## config.mk

```make
export PLATFORM = sky130hd
export DESIGN_NAME = fifo_wptr_full
export DESIGN_NICKNAME = d
export VERILOG_FILES = /design/src/rtl/fifo_wptr_full_pkg.sv /design/src/rtl/fifo_wptr_full_gray2bin.sv /design/src/rtl/fifo_wptr_full.sv
export SDC_FILE = /design/constraint.sdc
export NUM_CORES = 1
export LEC_CHECK = 0
export CAP_MARGIN = 20
export CORE_UTILIZATION = 30
export CTS_BUF_LIST = sky130_fd_sc_hd__clkbuf_8
export DETAILED_ROUTE_END_ITERATION = 7
export GPL_TIMING_DRIVEN = 0
export SYNTH_ARGS = -nofsm -noshare
export SYNTH_HDL_FRONTEND = slang
export SYNTH_SLANG_ARGS = --single-unit
export TNS_END_PERCENT = 50
```

## constraint.sdc

```tcl
create_clock -name wclk -period 2.66 [get_ports wclk]
set_input_delay 0.399 -clock wclk [delete_from_list [all_inputs] [get_ports wclk]]
set_output_delay 0.399 -clock wclk [all_outputs]
set_load 0.02 [all_outputs]
```

## src/rtl/fifo_wptr_full_pkg.sv

```systemverilog
// Shared definitions for the asynchronous FIFO write/read pointer controllers.
//  ADDRSIZE_DEF     default memory address width (DEPTH = 1 << ADDRSIZE)
//  AFULL_MARGIN_DEF default almost-full margin in free entries
//  bin2gray()       binary to reflected-Gray conversion, truncated by the caller
package fifo_wptr_full_pkg;

    localparam int unsigned ADDRSIZE_DEF     = 4;
    localparam int unsigned AFULL_MARGIN_DEF = 2;
    localparam int unsigned CODE_MAX_W       = 32;

    function automatic logic [CODE_MAX_W-1:0] bin2gray(input logic [CODE_MAX_W-1:0] b);
        return b ^ (b >> 1);
    endfunction

endpackage

```

## src/rtl/fifo_wptr_full_gray2bin.sv

```systemverilog
// Gray to binary converter, shared by the write- and read-side pointer controllers.
//  gray  in  W  Gray-coded value
//  bin   out W  binary value, combinational (bin[i] = ^gray[W-1:i])
module fifo_wptr_full_gray2bin #(
    parameter int unsigned W = 5
) (
    input  logic [W-1:0] gray,
    output logic [W-1:0] bin
);

    // Prefix XOR from the MSB down; shifting right zero-fills so only gray[W-1:i] contributes.
    always_comb begin
        bin = '0;
        for (int i = 0; i < int'(W); i++) begin
            bin[i] = ^(gray >> i);
        end
    end

endmodule

```

## src/rtl/fifo_wptr_full.sv

```systemverilog
// Write-side control of the asynchronous FIFO: qualifies writes, drives the memory
// write port, keeps the binary/Gray write pointer and derives full/almost-full/level/
// overflow from the read pointer already synchronised into wclk.
//  wclk, wrst_n  clock and synchronous active-low reset
//  winc          producer write request
//  wq2_rptr      synchronised Gray read pointer
//  w_en          memory write enable (combinational)
//  waddr         memory write address (low bits of the binary pointer)
//  wptr          registered Gray write pointer for the read-side synchroniser
//  wfull         registered full flag
//  walmost_full  registered almost-full flag
//  wlevel        registered fill level 0..DEPTH, lags reads by the synchroniser
//  wovf          sticky overflow, set by a write request while full
module fifo_wptr_full
    import fifo_wptr_full_pkg::*;
#(
    parameter int unsigned ADDRSIZE     = ADDRSIZE_DEF,
    parameter int unsigned AFULL_MARGIN = AFULL_MARGIN_DEF
) (
    input  logic                wclk,
    input  logic                wrst_n,
    input  logic                winc,
    input  logic [ADDRSIZE:0]   wq2_rptr,
    output logic                w_en,
    output logic [ADDRSIZE-1:0] waddr,
    output logic [ADDRSIZE:0]   wptr,
    output logic                wfull,
    output logic                walmost_full,
    output logic [ADDRSIZE:0]   wlevel,
    output logic                wovf
);

    localparam int unsigned PW    = ADDRSIZE + 1;
    localparam int unsigned DEPTH = 1 << ADDRSIZE;
    localparam logic [PW-1:0] AFULL_THRESH = PW'(DEPTH - AFULL_MARGIN);

    logic [PW-1:0] wbin;
    logic [PW-1:0] wbinnext;
    logic [PW-1:0] wgraynext;
    logic [PW-1:0] rbin;
    logic [PW-1:0] level_next;
    logic [PW-1:0] rptr_full_code;

    fifo_wptr_full_gray2bin #(
        .W (PW)
    ) u_rptr_g2b (
        .gray (wq2_rptr),
        .bin  (rbin)
    );

    // A request is dropped while full or while reset is held.
    assign w_en  = winc & ~wfull & wrst_n;
    assign waddr = wbin[ADDRSIZE-1:0];

    // Next pointer, its Gray image and the level it implies against the read pointer.
    always_comb begin
        wbinnext       = wbin + PW'(w_en);
        wgraynext      = PW'(bin2gray(CODE_MAX_W'(wbinnext)));
        level_next     = wbinnext - rbin;
        // Full when the write pointer is exactly one lap ahead: top two Gray bits inverted.
        rptr_full_code = {~wq2_rptr[ADDRSIZE:ADDRSIZE-1], wq2_rptr[ADDRSIZE-2:0]};
    end

    // Pointer and flag registers.
    always_ff @(posedge wclk) begin
        if (!wrst_n) begin
            wbin         <= '0;
            wptr         <= '0;
            wfull        <= 1'b0;
            walmost_full <= 1'b0;
            wlevel       <= '0;
            wovf         <= 1'b0;
        end else begin
            wbin         <= wbinnext;
            wptr         <= wgraynext;
            wfull        <= (wgraynext == rptr_full_code);
            walmost_full <= (level_next >= AFULL_THRESH);
            wlevel       <= level_next;
            wovf         <= wovf | (winc & wfull);
        end
    end

endmodule

```

==> results of run 1 <==
-- layer usage --
metal	part of all wire (%)	vias up	wire length, um
li1	-	349	-
met1	47	297	794
met2	48	15	822
met3	4.4	2	75
met4	0.82	0	14
met5	0	-	0
-- layout make-up --
cell class	count	area share, %
multi-input cells	64	43.92
flip-flops and latches	17	26.03
repair buffers	29	21.34
clock buffers	3	3.158
well taps	31	2.967
inverters	6	1.722
plain buffers	1	0.5742
clock inverters	1	0.2871
-- power groups by stage --
stage,Combinational [W],Sequential (W),Clock (W)
after floorplan,0.000103,0.000324,0
after global placement,0.000216,0.000292,0
after detailed placement,0.000216,0.000292,0
after CTS,0.000232,0.000286,0.000191
after global routing,0.000258,0.000289,0.000205
final,0.000234,0.000286,0.000183
-- worst min-delay path by stage --
stage / from / endpoint / slack [ps] / depth (start not counted)
after floorplan: wrst_n / walmost_full$_SDFF_PN0_ / 520 / 1
after global placement: wovf$_SDFF_PN0_ / wovf$_SDFF_PN0_ / 470 / 2
after detailed placement: wovf$_SDFF_PN0_ / wovf$_SDFF_PN0_ / 490 / 2
after CTS: wovf$_SDFF_PN0_ / wovf$_SDFF_PN0_ / 500 / 2
after global routing: wovf$_SDFF_PN0_ / wovf$_SDFF_PN0_ / 520 / 2
final: wovf$_SDFF_PN0_ / wovf$_SDFF_PN0_ / 500 / 2
-- what timing repair did --
action                     in CTS  in global routing
pin swaps                       4                  3
cloned                          0                  0
setup endpoints to repair       9                  3
gates resized for setup        12                  4
buffers inserted                4                  0
hold endpoints to repair        0                  0
-- worst min-delay path, delay by kind of cell, from the launching register on --
kind / cells / cell delay, ps
flops: 1 / 330
simple gates: 1 / 90
compound gates: 1 / 40
-- metrics by stage --
step	cell area, um2	worst slack, ps	util [%]	hold WS (ps)	std cells
after floorplan	889.6	8.878	-	524.8	88
after global placement	1179	-978.5	42.38	470.8	144
after detailed placement	1179	-971.5	42.38	487.7	144
after CTS	1295	46.66	46.56	502.9	152
after global routing	1308	-6.005	47.01	521.6	152
final	1308	152.9	47.01	495.1	152
-- cells in the mapped netlist --
master	count	area share, %
a211oi_1	1	0.85
nand3_1	2	1.1
nor2_1	3	1.3
and2_2	1	0.85
xor3_2	1	2.8
and2b_2	1	0.99
clkbuf_1	1	0.42
fa_1	1	2.3
inv_1	6	2.5
dfxtp_1	17	38
nor2b_1	4	2.8
nor4_2	1	1.4
xor2_2	1	1.8
and2_1	11	7.8
a32o_1	1	1.1
xnor2_1	12	12
nor3_1	1	0.56
a21oi_1	3	1.7
xor2_1	7	6.9
nand2_1	4	1.7
ha_1	6	8.5
a21o_1	2	1.7
and3_1	1	0.71
-- cell families after synthesis --
group,Yosys count
AND/OR/NAND/NOR,29
XOR/XNOR,21
flip-flops,17
AO/OA/AOI/OAI,7
buffers and inverters,7
adder cells (fa/ha/maj),7
-- registers in the layout (all words and copies together) (netlist names) --
| register | cells |
|---|---|
| walmost_full | 1 |
| wlevel | 5 |
| wbin | 4 |
| wfull | 1 |
| wptr | 5 |
| wovf | 1 |
==> results.py, run 1 <==
metrics = {
    "power_and_ir_drop": {
        "fin_total_pwr_w": 0.0007032,
        "ir_drop_uv": 318.1,
        "power.switching_w": 0.0001991,
        "seqPwrFrac_pct": 40.7,
        "static-leakage-power_nw": 0.5657,
        "switching_share_pct": 28.31,
        "internal_power_w": 0.0005041,
        "pwr-share-clk_pct": 26.0,
        "p_per_area_nw_per_um2": 537.8,
        "power.share.combinational_pct": 33.3,
    },
    "die": {
        "die_h_um": 56.38,
        "rows": 19,
        "ioPinCount": 26,
        "initial_core_util_pct": 31.89,
        "dieWidth_um": 56.38,
        "coreArea_um2": 2781,
        "die_area_um2": 3179,
    },
    "layout": {
        "nets": 137,
        "ff_latch_area_um2": 340.3,
        "num-fill-cells": 280,
        "n_antenna_cell": 0,
        "multi_input_area_um2": 574.3,
        "layout_commonest_cell": "clkdlybuf4s50_1",
        "layout-drive-gt1-share_pct": 17.36,
        "syn_to_final_growth_pct": 47.39,
        "most-common-layout-cells": "22 x clkdlybuf4s50_1, 17 x dfxtp_1, 11 x xnor2_1, 11 x and2_1, 7 x inv_1",
    },
    "cts": {
        "cts_buffers": 3,
        "cts.hold.buffers_added": 0,
        "path_clk_slew_ps": 60,
        "root_buffer": "clkbuf_8",
        "clock_path_buffers": 2,
        "cts_sinks": 17,
        "clkLatencyLatePin_ps": 240,
        "cts_tree": "done",
        "cts_max_level": 1,
    },
    "worst_setup_path": {
        "reg2reg_from": "wfull$_SDFF_PN0_",
        "path_class": "in2reg",
        "r2r_cells": 10,
        "crit_path_start": "wq2_rptr[2]",
        "path_delay_family": "XOR/XNOR gates",
        "regToRegSetupSlack_ps": 500,
        "critical_path.slowest_cell": "clkdlybuf4s50_1",
        "path_cells": "clkdlybuf4s50_1 > xor2_2 > xor2_2 > xnor2_1 > ha_1 > fa_2 > inv_1 > a21o_1 > a21oi_1 > xnor2_1 > a32o_1",
        "path_depth": 11,
        "crit_end": "walmost_full$_SDFF_PN0_",
        "endpoint_kind": "register",
        "worst_r2r_endpoint": "walmost_full$_SDFF_PN0_",
        "critPathArrivalTime_ps": 2650,
        "cp_num_buf_inv": 2,
        "required_ps": 2800,
        "slowest_delay_ps": 550,
        "cp-start-kind": "input pin",
        "critical_path.max_fanout": 2,
    },
    "grt": {
        "grt_overflow": 0,
        "grt_pass1_wl_um": 2911,
        "grt.busiest_layer": "met2",
        "grtUsageMet1_pct": 15.78,
        "grt_util_met3_pct": 1.843,
        "grt_usage_pct": 11.74,
        "met2_usage_pct": 18.54,
        "grt_pass1_vias": 660,
        "antenna_found_initial": 0,
        "grt_max_degree": 11,
    },
    "synthesis": {
        "synth_nets": 103,
        "netlist_area_um2": 887.1,
        "yosys-mux-area-fraction_pct": 0,
        "synth.ff_latch_count": 17,
        "synth_top_family_by_area": "XOR/XNOR gates",
        "yosys.area_share.adder_pct": 10.72,
        "avgSynthCellArea_um2": 10.08,
        "synth.distinct_cells": 23,
        "synthSimpleGateAreaFrac_pct": 19.18,
        "synth_xor_area_share_pct": 23.41,
        "syn_inst": 88,
        "yosysSeqAreaShare_pct": 38.36,
        "synth_compound_area_share_pct": 5.360,
        "synth.yosys.warnings": 0,
    },
    "sta": {
        "fin_skew_ps": 1.128,
        "drv_slew": 0,
        "setup_viol": 0,
        "slew_headroom_pct": 74.27,
        "tightest_slew_ps": 383.6,
        "max_freq_mhz": 398.9,
        "min_period_ps": 2507,
        "fin_setup_tns_ps": 0,
        "period_share_pct": 94.25,
        "hold_viol": 0,
    },
    "worst_hold_path": {
        "hold_class": "reg2reg",
    },
    "outcome": {
        "status": "finished, final reports clean",
    },
    "detailed_routing": {
        "routed_wl_um": 1707,
        "vias_per_cell": 4.362,
        "via_count": 663,
        "drtIter0Drc": 12,
        "drtAntennaViolNets": 0,
        "dr.pass1.iters": 4,
        "routedWlPerCell_um": 11.23,
        "drc": 0,
    },
    "place": {
        "gp_congestion": 0.7008,
        "dp_hpwl_um": 1271,
        "port_buffers": 25,
    },
    "flow_run": {
        "maxCapViolCount": 0,
    },
}
Note: power is estimated with default switching activity, not from simulation.
==> run 2, diff against run 1 <==
==> constraint.sdc (replaced) <==
create_clock -name wclk -period 2.66 [get_ports wclk]
set_input_delay 0.399 -clock wclk [delete_from_list [all_inputs] [get_ports wclk]]
set_output_delay 0.399 -clock wclk [all_outputs]
set_load 0.05 [all_outputs]
==> run 2 against run 1 <==
Critical path depth is 1 higher; sequential share of layout area is 0.39 points lower; routed wire length is 4.0% higher; non-clock buffer count grew 1; combinational power rose by 28%; first-iteration DRC count did not move; flip-flop and latch count stayed put; setup slack worse by 2.8 ps; global-route usage up 0.59 points; clock skew grew 2.0 ps; fmax shrank 0.11%; highest routed layer unchanged.
==> results.py, run 2 (same netlist as run 1, synthesis figures left out) <==
metrics = {
    "power_and_ir_drop": {
        "p_per_area_nw_per_um2": 580.7,
        "seqPwrFrac_pct": 37.3,
        "pwr-share-clk_pct": 23.8,
        "internal_power_w": 0.0005087,
        "power.share.combinational_pct": 38.9,
        "ir_drop_uv": 349.7,
        "switching_share_pct": 34.02,
        "static-leakage-power_nw": 0.5702,
        "power.switching_w": 0.0002623,
    },
    "worst_hold_path": {
        "hold_class": "reg2reg",
    },
    "die": {
        "die_h_um": 56.38,
        "coreArea_um2": 2781,
        "initial_core_util_pct": 31.89,
        "ioPinCount": 26,
        "die_area_um2": 3179,
        "rows": 19,
        "dieWidth_um": 56.38,
    },
    "layout": {
        "top_regs": "wlevel x5, wptr x5, wbin x4",
        "nets": 138,
        "most-common-layout-cells": "22 x clkdlybuf4s50_1, 17 x dfxtp_1, 11 x xnor2_1, 11 x and2_1, 7 x inv_1",
        "layout_commonest_cell": "clkdlybuf4s50_1",
        "layout-drive-gt1-share_pct": 18.03,
        "syn_to_final_growth_pct": 49.65,
        "multi_input_area_um2": 589.3,
        "fin_cells": 153,
        "ff_latch_area_um2": 340.3,
        "final_util_pct": 47.73,
        "n_antenna_cell": 0,
        "design_area_um2": 1328,
        "num-fill-cells": 275,
    },
    "detailed_routing": {
        "drtIter0Drc": 12,
        "via_count": 680,
        "vias_per_cell": 4.444,
        "drc": 0,
        "drtAntennaViolNets": 0,
        "dr.pass1.iters": 3,
        "routedWlPerCell_um": 11.60,
        "routed_wl_um": 1775,
    },
    "flow_run": {
        "maxCapViolCount": 0,
    },
    "sta": {
        "hold_viol": 0,
        "tightest_slew_ps": 506.8,
        "min_period_ps": 2510,
        "fin_setup_tns_ps": 0,
        "fin_skew_ps": 3.121,
        "drv_slew": 0,
        "setup_viol": 0,
        "slew_headroom_pct": 66.11,
        "max_freq_mhz": 398.4,
        "period_share_pct": 94.36,
    },
    "worst_setup_path": {
        "critical_path.max_fanout": 2,
        "path_class": "in2reg",
        "cp-start-kind": "input pin",
        "critPathArrivalTime_ps": 2650,
        "endpoint_kind": "register",
        "required_ps": 2800,
    },
    "place": {
        "dp_hpwl_um": 1321,
        "port_buffers": 25,
        "post_dp_cell_area_um2": 1220,
        "place_inst": 144,
        "gp_congestion": 0.7215,
    },
    "grt": {
        "grt_usage_pct": 12.32,
        "grt_overflow": 0,
        "grt_pass1_vias": 677,
        "grt_pass1_wl_um": 3029,
        "grt_max_degree": 11,
        "antenna_found_initial": 0,
    },
    "outcome": {
        "status": "finished, final reports clean",
    },
    "cts": {
        "cts_buffers": 3,
        "cts_max_level": 1,
        "root_buffer": "clkbuf_8",
        "clock_path_buffers": 2,
        "clkLatencyLatePin_ps": 240,
        "cts_tree": "done",
        "path_clk_slew_ps": 60,
        "cts_sinks": 17,
    },
}
==> run 2: layout make-up <==
cell class / instances / area share [%]
Timing Repair Buffer: 30 / 21.58
Clock inverter: 1 / 0.2828
Multi-Input combinational cell: 64 / 44.39
Sequential cell: 17 / 25.64
Tap cell: 31 / 2.922
Inverter: 6 / 1.697
Clock buffer: 3 / 3.110
Buffer: 1 / 0.3770
==> run 2: power by group through the flow <==
stage	clock network, W	logic [W]	registers, W
floorplan	0	0.000109	0.000381
global placement	0	0.000279	0.000292
detailed placement	0	0.000279	0.000293
CTS	0.000195	0.000295	0.000288
global route	0.000204	0.000324	0.000290
finish	0.000184	0.000300	0.000288
==> run 2: final timing paths <==
check / slack, ps / startpoint / cells after the start / end
max: 150 / wq2_rptr[4] / 12 / walmost_full$_SDFF_PN0_
min: 530 / wovf$_SDFF_PN0_ / 2 / wovf$_SDFF_PN0_
max reg2reg: 530 / wfull$_SDFF_PN0_ / 9 / walmost_full$_SDFF_PN0_
min reg2reg: 530 / wovf$_SDFF_PN0_ / 2 / wovf$_SDFF_PN0_
==> run 2: per-stage QoR <==
step / total power, W / hold slack (ps) / worst slack, ps
after global placement: 0.0005717 / 469.8 / -759.3
after detailed placement: 0.0005727 / 512.6 / -781.2
after floorplan: 0.0004901 / 524.8 / 45.80
after CTS: 0.0007776 / 530.1 / 60.47
final: 0.0007709 / 529.6 / 150.0
after global routing: 0.0008180 / 602.3 / -9.434
==> run 2: timing repair <==
action	CTS	global route
buffers inserted	4	1
hold buffers	0	0
endpoints found under the hold margin	0	0
gates resized for setup	8	3
pin swaps	3	3
setup endpoints to repair	7	2
==> run 2: critical path: stages <==
cell	delay [ps]
dlygate4sd2_1	280
xnor2_2	260
xor2_2	240
xor2_2	200
xnor2_1	140
ha_1	210
fa_2	220
inv_1	50
a21o_1	170
a21oi_1	170
xnor2_1	110
a32o_1	210
==> run 2: per-layer routing <==
metal	wire, um	vias up	GRT usage, %
li1	-	348	-
met1	826	315	15.23
met2	853	15	20.58
met3	79	2	2.765
met4	15	0	5.226
met5	0	-	0
